--- config.mk ---
export PLATFORM = sky130hd
export DESIGN_NAME = aixh_mxc_left_ptile_wbcol_flat
export DESIGN_NICKNAME = d
export VERILOG_FILES = /design/src/rtl/aixh_mxc_left_ptile_wbcol_if.sv /design/src/rtl/aixh_mxc_left_ptile_wbcol.sv /design/src/flat_wrapper.sv
export SDC_FILE = /design/constraint.sdc
export NUM_CORES = 1
export LEC_CHECK = 0
export BUFFER_PORTS_ARGS = -buffer_cell sky130_fd_sc_hd__buf_2
export CORE_MARGIN = 2
export CORE_UTILIZATION = 40
export DETAILED_ROUTE_END_ITERATION = 12
export PLACE_DENSITY = 0.67
export SETUP_SLACK_MARGIN = 0.2
export SYNTH_ARGS = -nofsm -noshare
export SYNTH_HDL_FRONTEND = slang
export SYNTH_SLANG_ARGS = --single-unit
--- constraint.sdc ---
create_clock -name aixh_core_clk2x -period 16.25 [get_ports aixh_core_clk2x]
set_input_delay 0.8125 -clock aixh_core_clk2x [delete_from_list [all_inputs] [get_ports aixh_core_clk2x]]
set_output_delay 0.8125 -clock aixh_core_clk2x [all_outputs]
set_load 0.02 [all_outputs]
--- src/rtl/aixh_mxc_left_ptile_wbcol_if.sv ---
// Handshake bundle between the left ptile cell, the writeback collector and the output buffer.
// The collector takes the slave view: it consumes cell words and drives write requests.
interface aixh_mxc_left_ptile_wbcol_if #(
  parameter int DWIDTH = 64,
  parameter int AWIDTH = 16
);
  logic              i_lqc_vld;
  logic [DWIDTH-1:0] i_lqc_dat;
  logic              o_wr_vld;
  logic [AWIDTH-1:0] o_wr_addr;
  logic [DWIDTH-1:0] o_wr_dat;
  logic              i_wr_rdy;

  modport slave (
    input  i_lqc_vld, i_lqc_dat, i_wr_rdy,
    output o_wr_vld, o_wr_addr, o_wr_dat
  );

  modport master (
    output i_lqc_vld, i_lqc_dat, i_wr_rdy,
    input  o_wr_vld, o_wr_addr, o_wr_dat
  );
endinterface

--- src/rtl/aixh_mxc_left_ptile_wbcol.sv ---
// Writeback collector: buffers packed cell words in a show-ahead FIFO and issues them as
// addressed write requests for one programmed run, flagging overflowed and stray words.
module aixh_mxc_left_ptile_wbcol #(
  parameter int DWIDTH     = 64,
  parameter int FIFO_DEPTH = 8,
  parameter int AWIDTH     = 16
) (
  input  logic                        aixh_core_clk2x,
  input  logic                        aixh_core_rst2x,
  input  logic                        i_cfg_start,
  input  logic [AWIDTH-1:0]           i_cfg_base,
  input  logic [AWIDTH-1:0]           i_cfg_stride,
  input  logic [15:0]                 i_cfg_count,
  output logic                        o_busy,
  output logic                        o_done,
  output logic                        o_ovf,
  output logic                        o_stray,
  output logic [$clog2(FIFO_DEPTH):0] o_level,
  aixh_mxc_left_ptile_wbcol_if.slave  wb
);

  localparam int PW = $clog2(FIFO_DEPTH);
  localparam logic [PW:0] LVL_FULL = (PW+1)'(FIFO_DEPTH);

  typedef enum logic [1:0] {IDLE, RUN, DRAIN, DONE} state_t;

  state_t            state, state_nxt;
  logic [AWIDTH-1:0] stride_q, addr_q;
  logic [15:0]       count_q, accept_cnt;
  logic [DWIDTH-1:0] mem [FIFO_DEPTH];
  logic [PW-1:0]     wr_ptr, rd_ptr;
  logic [PW:0]       level;
  logic              ovf_q, stray_q;
  logic              start_acc, run_word, full, push, pop, ovf_evt, stray_evt;

  assign start_acc = (state == IDLE) && i_cfg_start;
  assign run_word  = (state == RUN) && wb.i_lqc_vld && (accept_cnt != count_q);
  assign full      = (level == LVL_FULL);
  assign pop       = (level != '0) && wb.i_wr_rdy;
  // A pop in the same cycle frees the slot, so a full FIFO can still take the word.
  assign push      = run_word && (!full || pop);
  assign ovf_evt   = run_word && full && !pop;
  assign stray_evt = wb.i_lqc_vld && ((state != RUN) || (accept_cnt == count_q));

  always_comb begin
    state_nxt = state;
    case (state)
      IDLE:  if (i_cfg_start) state_nxt = (i_cfg_count == 16'd0) ? DONE : RUN;
      RUN:   if (accept_cnt == count_q) state_nxt = DRAIN;
      DRAIN: if ((level == '0) || ((level == (PW+1)'(1)) && pop)) state_nxt = DONE;
      DONE:  state_nxt = IDLE;
      default: state_nxt = IDLE;
    endcase
  end

  always_ff @(posedge aixh_core_clk2x or posedge aixh_core_rst2x) begin
    if (aixh_core_rst2x) begin
      state <= IDLE;
    end else begin
      state <= state_nxt;
    end
  end

  always_ff @(posedge aixh_core_clk2x or posedge aixh_core_rst2x) begin
    if (aixh_core_rst2x) begin
      stride_q   <= '0;
      addr_q     <= '0;
      count_q    <= '0;
      accept_cnt <= '0;
      ovf_q      <= 1'b0;
      stray_q    <= 1'b0;
    end else begin
      if (start_acc) begin
        stride_q   <= i_cfg_stride;
        count_q    <= i_cfg_count;
        accept_cnt <= '0;
        addr_q     <= i_cfg_base;
        ovf_q      <= 1'b0;
        stray_q    <= 1'b0;
      end else begin
        if (run_word) accept_cnt <= accept_cnt + 16'd1;
        if (pop)      addr_q     <= addr_q + stride_q;
        if (ovf_evt)  ovf_q      <= 1'b1;
      end
      // Placed after the start clear so a word in the start cycle still counts as stray.
      if (stray_evt) stray_q <= 1'b1;
    end
  end

  always_ff @(posedge aixh_core_clk2x or posedge aixh_core_rst2x) begin
    if (aixh_core_rst2x) begin
      wr_ptr <= '0;
      rd_ptr <= '0;
      level  <= '0;
      for (int i = 0; i < FIFO_DEPTH; i++) mem[i] <= '0;
    end else begin
      if (push) begin
        mem[wr_ptr] <= wb.i_lqc_dat;
        wr_ptr      <= wr_ptr + PW'(1);
      end
      if (pop) rd_ptr <= rd_ptr + PW'(1);
      case ({push, pop})
        2'b10:   level <= level + (PW+1)'(1);
        2'b01:   level <= level - (PW+1)'(1);
        default: level <= level;
      endcase
    end
  end

  assign o_busy       = (state != IDLE);
  assign o_done       = (state == DONE);
  assign o_ovf        = ovf_q;
  assign o_stray      = stray_q;
  assign o_level      = level;
  assign wb.o_wr_vld  = (level != '0);
  assign wb.o_wr_addr = addr_q;
  assign wb.o_wr_dat  = mem[rd_ptr];

endmodule

--- src/flat_wrapper.sv ---
// flat-port wrapper written by rule: the top's interface ports become plain ports
module aixh_mxc_left_ptile_wbcol_flat 
#(
  parameter int DWIDTH     = 64,
  parameter int FIFO_DEPTH = 8,
  parameter int AWIDTH     = 16
)
  (aixh_core_clk2x, aixh_core_rst2x, i_cfg_start, i_cfg_base, i_cfg_stride, i_cfg_count, o_busy, o_done, o_ovf, o_stray, o_level, wb_i_lqc_vld, wb_i_lqc_dat, wb_i_wr_rdy, wb_o_wr_vld, wb_o_wr_addr, wb_o_wr_dat);
  aixh_mxc_left_ptile_wbcol_if #(.DWIDTH(DWIDTH), .AWIDTH(AWIDTH)) wb_i ();
  input  logic aixh_core_clk2x;
  input  logic aixh_core_rst2x;
  input  logic i_cfg_start;
  input  logic [AWIDTH-1:0] i_cfg_base;
  input  logic [AWIDTH-1:0] i_cfg_stride;
  input  logic [15:0] i_cfg_count;
  output logic o_busy;
  output logic o_done;
  output logic o_ovf;
  output logic o_stray;
  output logic [$clog2(FIFO_DEPTH):0] o_level;
  input wire logic [$bits(wb_i.i_lqc_vld)-1:0] wb_i_lqc_vld;
  input wire logic [$bits(wb_i.i_lqc_dat)-1:0] wb_i_lqc_dat;
  input wire logic [$bits(wb_i.i_wr_rdy)-1:0] wb_i_wr_rdy;
  output wire logic [$bits(wb_i.o_wr_vld)-1:0] wb_o_wr_vld;
  output wire logic [$bits(wb_i.o_wr_addr)-1:0] wb_o_wr_addr;
  output wire logic [$bits(wb_i.o_wr_dat)-1:0] wb_o_wr_dat;
  assign wb_i.i_lqc_vld = wb_i_lqc_vld;
  assign wb_i.i_lqc_dat = wb_i_lqc_dat;
  assign wb_i.i_wr_rdy = wb_i_wr_rdy;
  assign wb_o_wr_vld = wb_i.o_wr_vld;
  assign wb_o_wr_addr = wb_i.o_wr_addr;
  assign wb_o_wr_dat = wb_i.o_wr_dat;
  aixh_mxc_left_ptile_wbcol #(.DWIDTH(DWIDTH), .FIFO_DEPTH(FIFO_DEPTH), .AWIDTH(AWIDTH)) u_core (.aixh_core_clk2x(aixh_core_clk2x), .aixh_core_rst2x(aixh_core_rst2x), .i_cfg_start(i_cfg_start), .i_cfg_base(i_cfg_base), .i_cfg_stride(i_cfg_stride), .i_cfg_count(i_cfg_count), .o_busy(o_busy), .o_done(o_done), .o_ovf(o_ovf), .o_stray(o_stray), .o_level(o_level), .wb(wb_i));
endmodule
==> metrics <==
synth top area cells=dfrtp_1 (54%), mux2_2 (21%), mux4_2 (11%); mux share of post-synthesis cell area=35.3%; share of the synthesized area in the top cell type=54.1%; CP Launch Type=register; slew margin rel.=22.5%; most common cell in the synthesized netlist=dfrtp_1; Least-Margin Pin Slew=between 1000 and 1500 ps; initial core utilization=40.5%; RSZ-0062 raised after global routing=false; min Tclk post-route=between 4000 and 5000 ps; final hold viol count=0; Syn. warnings=0; CTS clk-pin slew, worst paths=approximately 60 ps; drt total wl=~63000 µm; Max clock buf depth=3; Setup WS post-layout=11560 ps; worst slack at placement=approximately 12000 ps; Final Skew=17.0 ps; synth cell count leaders=dfrtp_1 (590), mux2_2 (505), nand2_1 (132), mux4_2 (128), mux2_4 (60); vias=15800; Setup violations, final=0; hold buffer count at CTS=0; register area share after synthesis=approximately 54%; HPWL Detailed=37100 µm; flop-to-flop setup slack=12440 ps; met2 usage=29.8%; DIE HEIGHT=265 µm; Overall Global Routing Usage=a little under a fifth; Netlist Area Pre-Place=0.0273 mm²; Yosys cell types=57; count of pins over their slew limit=0; antenna violations before repair=9; Finished Layout Cells=roughly 2900; Placer Congestion=about 0.81; wire per inst=21.7 µm; Static Leakage=14.6 nW; CTS Buf Count=67; layout cell share with drive strength beyond 1=51.3%; hold slack=373 ps; Post-Synthesis Cells=1791; Reg-to-Reg End=u_core.mem[318]$_DFFE_PP0P_; final period utilization=28.9%; Worst EP required=roughly 15000 ps; TritonRoute pass-1 iters=5; nature of the critical path endpoint=output port; Max Cap Violations=0; critical path class=register to output port; Most Crowded Layer GR=met2; GR Util met3=4.02%; Arrival @ worst endpoint=3880 ps; grt total ovfl=0; core box area=slightly below 0.07 mm²; Port Buffers=205; H-tree Lvls=3; CTS tree=done; post-DR vias/cell=5.44; Post-Synth Simple-Gate Area=3.82%; remaining antenna violation count after routing=0; worst reg2reg path depth=8; first-pass GRT wire length=101000 µm; clock latency on the worst-skew pair=590 ps; Async S/R FF share, synth=100%; Die W=approximately 270 µm; DIE AREA=~0.070 mm²; Setup crit start=u_core.rd_ptr[0]$_DFFE_PP0P_; Pwr Total=0.00672 W; drt first-iter violations=825; vias in the first global route=around 17000; TNS Setup=0 ps; area growth from synthesis to layout=14.7%; Synth Area in XOR/XNOR=under 10%; Compound-Gate Fraction of Synth Area=1.71%; Synth Net Count=1936; Layout Nets=2131; Hold Path Class=input port to asynchronous set/reset pin; pwr dens=215 mW/mm²; IR drop worst, VDD=0.113 mV; Rows=95; largest net degree at the start of global routing=198; main combinational cell family by area after synthesis=multiplexers; Main synth FF type=dfrtp_1; f_max=0.213 GHz; I/O pin count=between 200 and 250; Post-synth EDFFs=0; met1 usage=24.8%; crit-path max FO=37; largest area contributor in the netlist=dfrtp_1; Post-route DRC=0; Yosys reg bits=590; Post-Synth Adder-Cell Area=1.31%; crit path to=wb_o_wr_dat[58]; run status=finished clean; postcts setup bufs=0; average cell area after synthesis=15.2 µm²; Root Driver=clkbuf_16; CTS sink count=just under 600; RR Startpoint=u_core.accept_cnt[0]$_DFFE_PP0P_; post-cts resize count=0; Inst Count DP=between 2000 and 3000
-- state kept, by name, indices dropped and copies added (netlist names), 3 cells and up --
name                 count
u_core.accept_cnt       16
u_core.count_q          16
u_core.mem             512
u_core.o_level           4
u_core.rd_ptr            3
u_core.stride_q         16
u_core.wb.o_wr_addr     16
u_core.wr_ptr            3
-- cells in the final DEF, fill, tap and decap left out, drive strengths merged, types with 3 or more instances in the layout --
cell type and instances:
o21ai 11, or3 4, mux2 577, xnor2 9
nand3 15, o31ai 3, a31oi 3, a221oi 3
nor3 4, nor4 8, a21o 7, and3 4
a21oi 26, diode 3, nand2 132, a211oi 3
mux4 128, clkbuf 97, mux2i 4, bufinv 4
o21a 4, nand4 8, buf 233, clkinv 12
xor2 39, and4 3, ha 27, dfrtp 590
inv 12, nor2 36
-- power breakdown --
part | leakage (nW) | internal (W) | switching, W | total (W)
clock | 1.09 | 0.000904 | 0.000610 | 0.00151
sequential | 7.50 | 0.00213 | 0.000421 | 0.00255
combinational | 6.02 | 0.00144 | 0.00122 | 0.00266
total | 14.6 | 0.00447 | 0.00225 | 0.00672
-- stage by stage --
step	instance area, µm²	utilization (%)
floorplan	27300	-
global placement	29100	43.2
detailed placement	29100	43.2
CTS	31300	46.5
global route	31300	46.5
finish	31300	46.5
-- critical path, stage by stage (launching register included) --
cell	delay (ps)
dfrtp_4	840
buf_4	640
buf_4	690
mux4_2	600
mux2_2	280
buf_2	180
-- routing by layer --
metal	wire length [µm]	vias to the layer above
li1	-	6974
met1	28000	8430
met2	30800	309
met3	2970	105
met4	1240	10
met5	56	-
-- how the worst min path moves through the flow --
stage | start | slack (ps) | end
3_5_place_dp | u_core.stride_q[2]$_DFFE_PP0P_ | 470 | u_core.stride_q[2]$_DFFE_PP0P_
2_1_floorplan | u_core.stride_q[0]$_DFFE_PP0P_ | 450 | u_core.stride_q[0]$_DFFE_PP0P_
4_1_cts | aixh_core_rst2x | 360 | u_core.mem[439]$_DFFE_PP0P_
3_3_place_gp | u_core.mem[405]$_DFFE_PP0P_ | 460 | u_core.mem[405]$_DFFE_PP0P_
6_report | aixh_core_rst2x | 370 | u_core.mem[439]$_DFFE_PP0P_
5_1_grt | aixh_core_rst2x | 390 | u_core.mem[63]$_DFFE_PP0P_
-- cell families (layout without fill, tap and decap cells) --
| logic type | count (synthesis) | after routing |
|---|---|---|
| multiplexers | 709 | 709 |
| adder cells (fa/ha/maj) | 28 | 28 |
| AO/OA/AOI/OAI | 72 | 72 |
| buffers and inverters | 116 | 360 |
| AND/OR/NAND/NOR | 228 | 228 |
| other | 0 | 3 |
| XOR/XNOR | 48 | 48 |
| flip-flops | 590 | 590 |
-- area by class of cell --
| cell class | instances | area, µm² |
|---|---|---|
| Fill cell | 5816 | 36100 |
| Sequential cell | 590 | 14800 |
| Multi-Input combinational cell | 1085 | 12000 |
| Clock buffer | 97 | 1950 |
| Timing Repair Buffer | 233 | 1250 |
| Tap cell | 873 | 1090 |
| Clock inverter | 21 | 253 |
| Inverter | 9 | 37.5 |
| Antenna cell | 3 | 7.51 |
No activity file was read; power rests on OpenSTA's default activity.
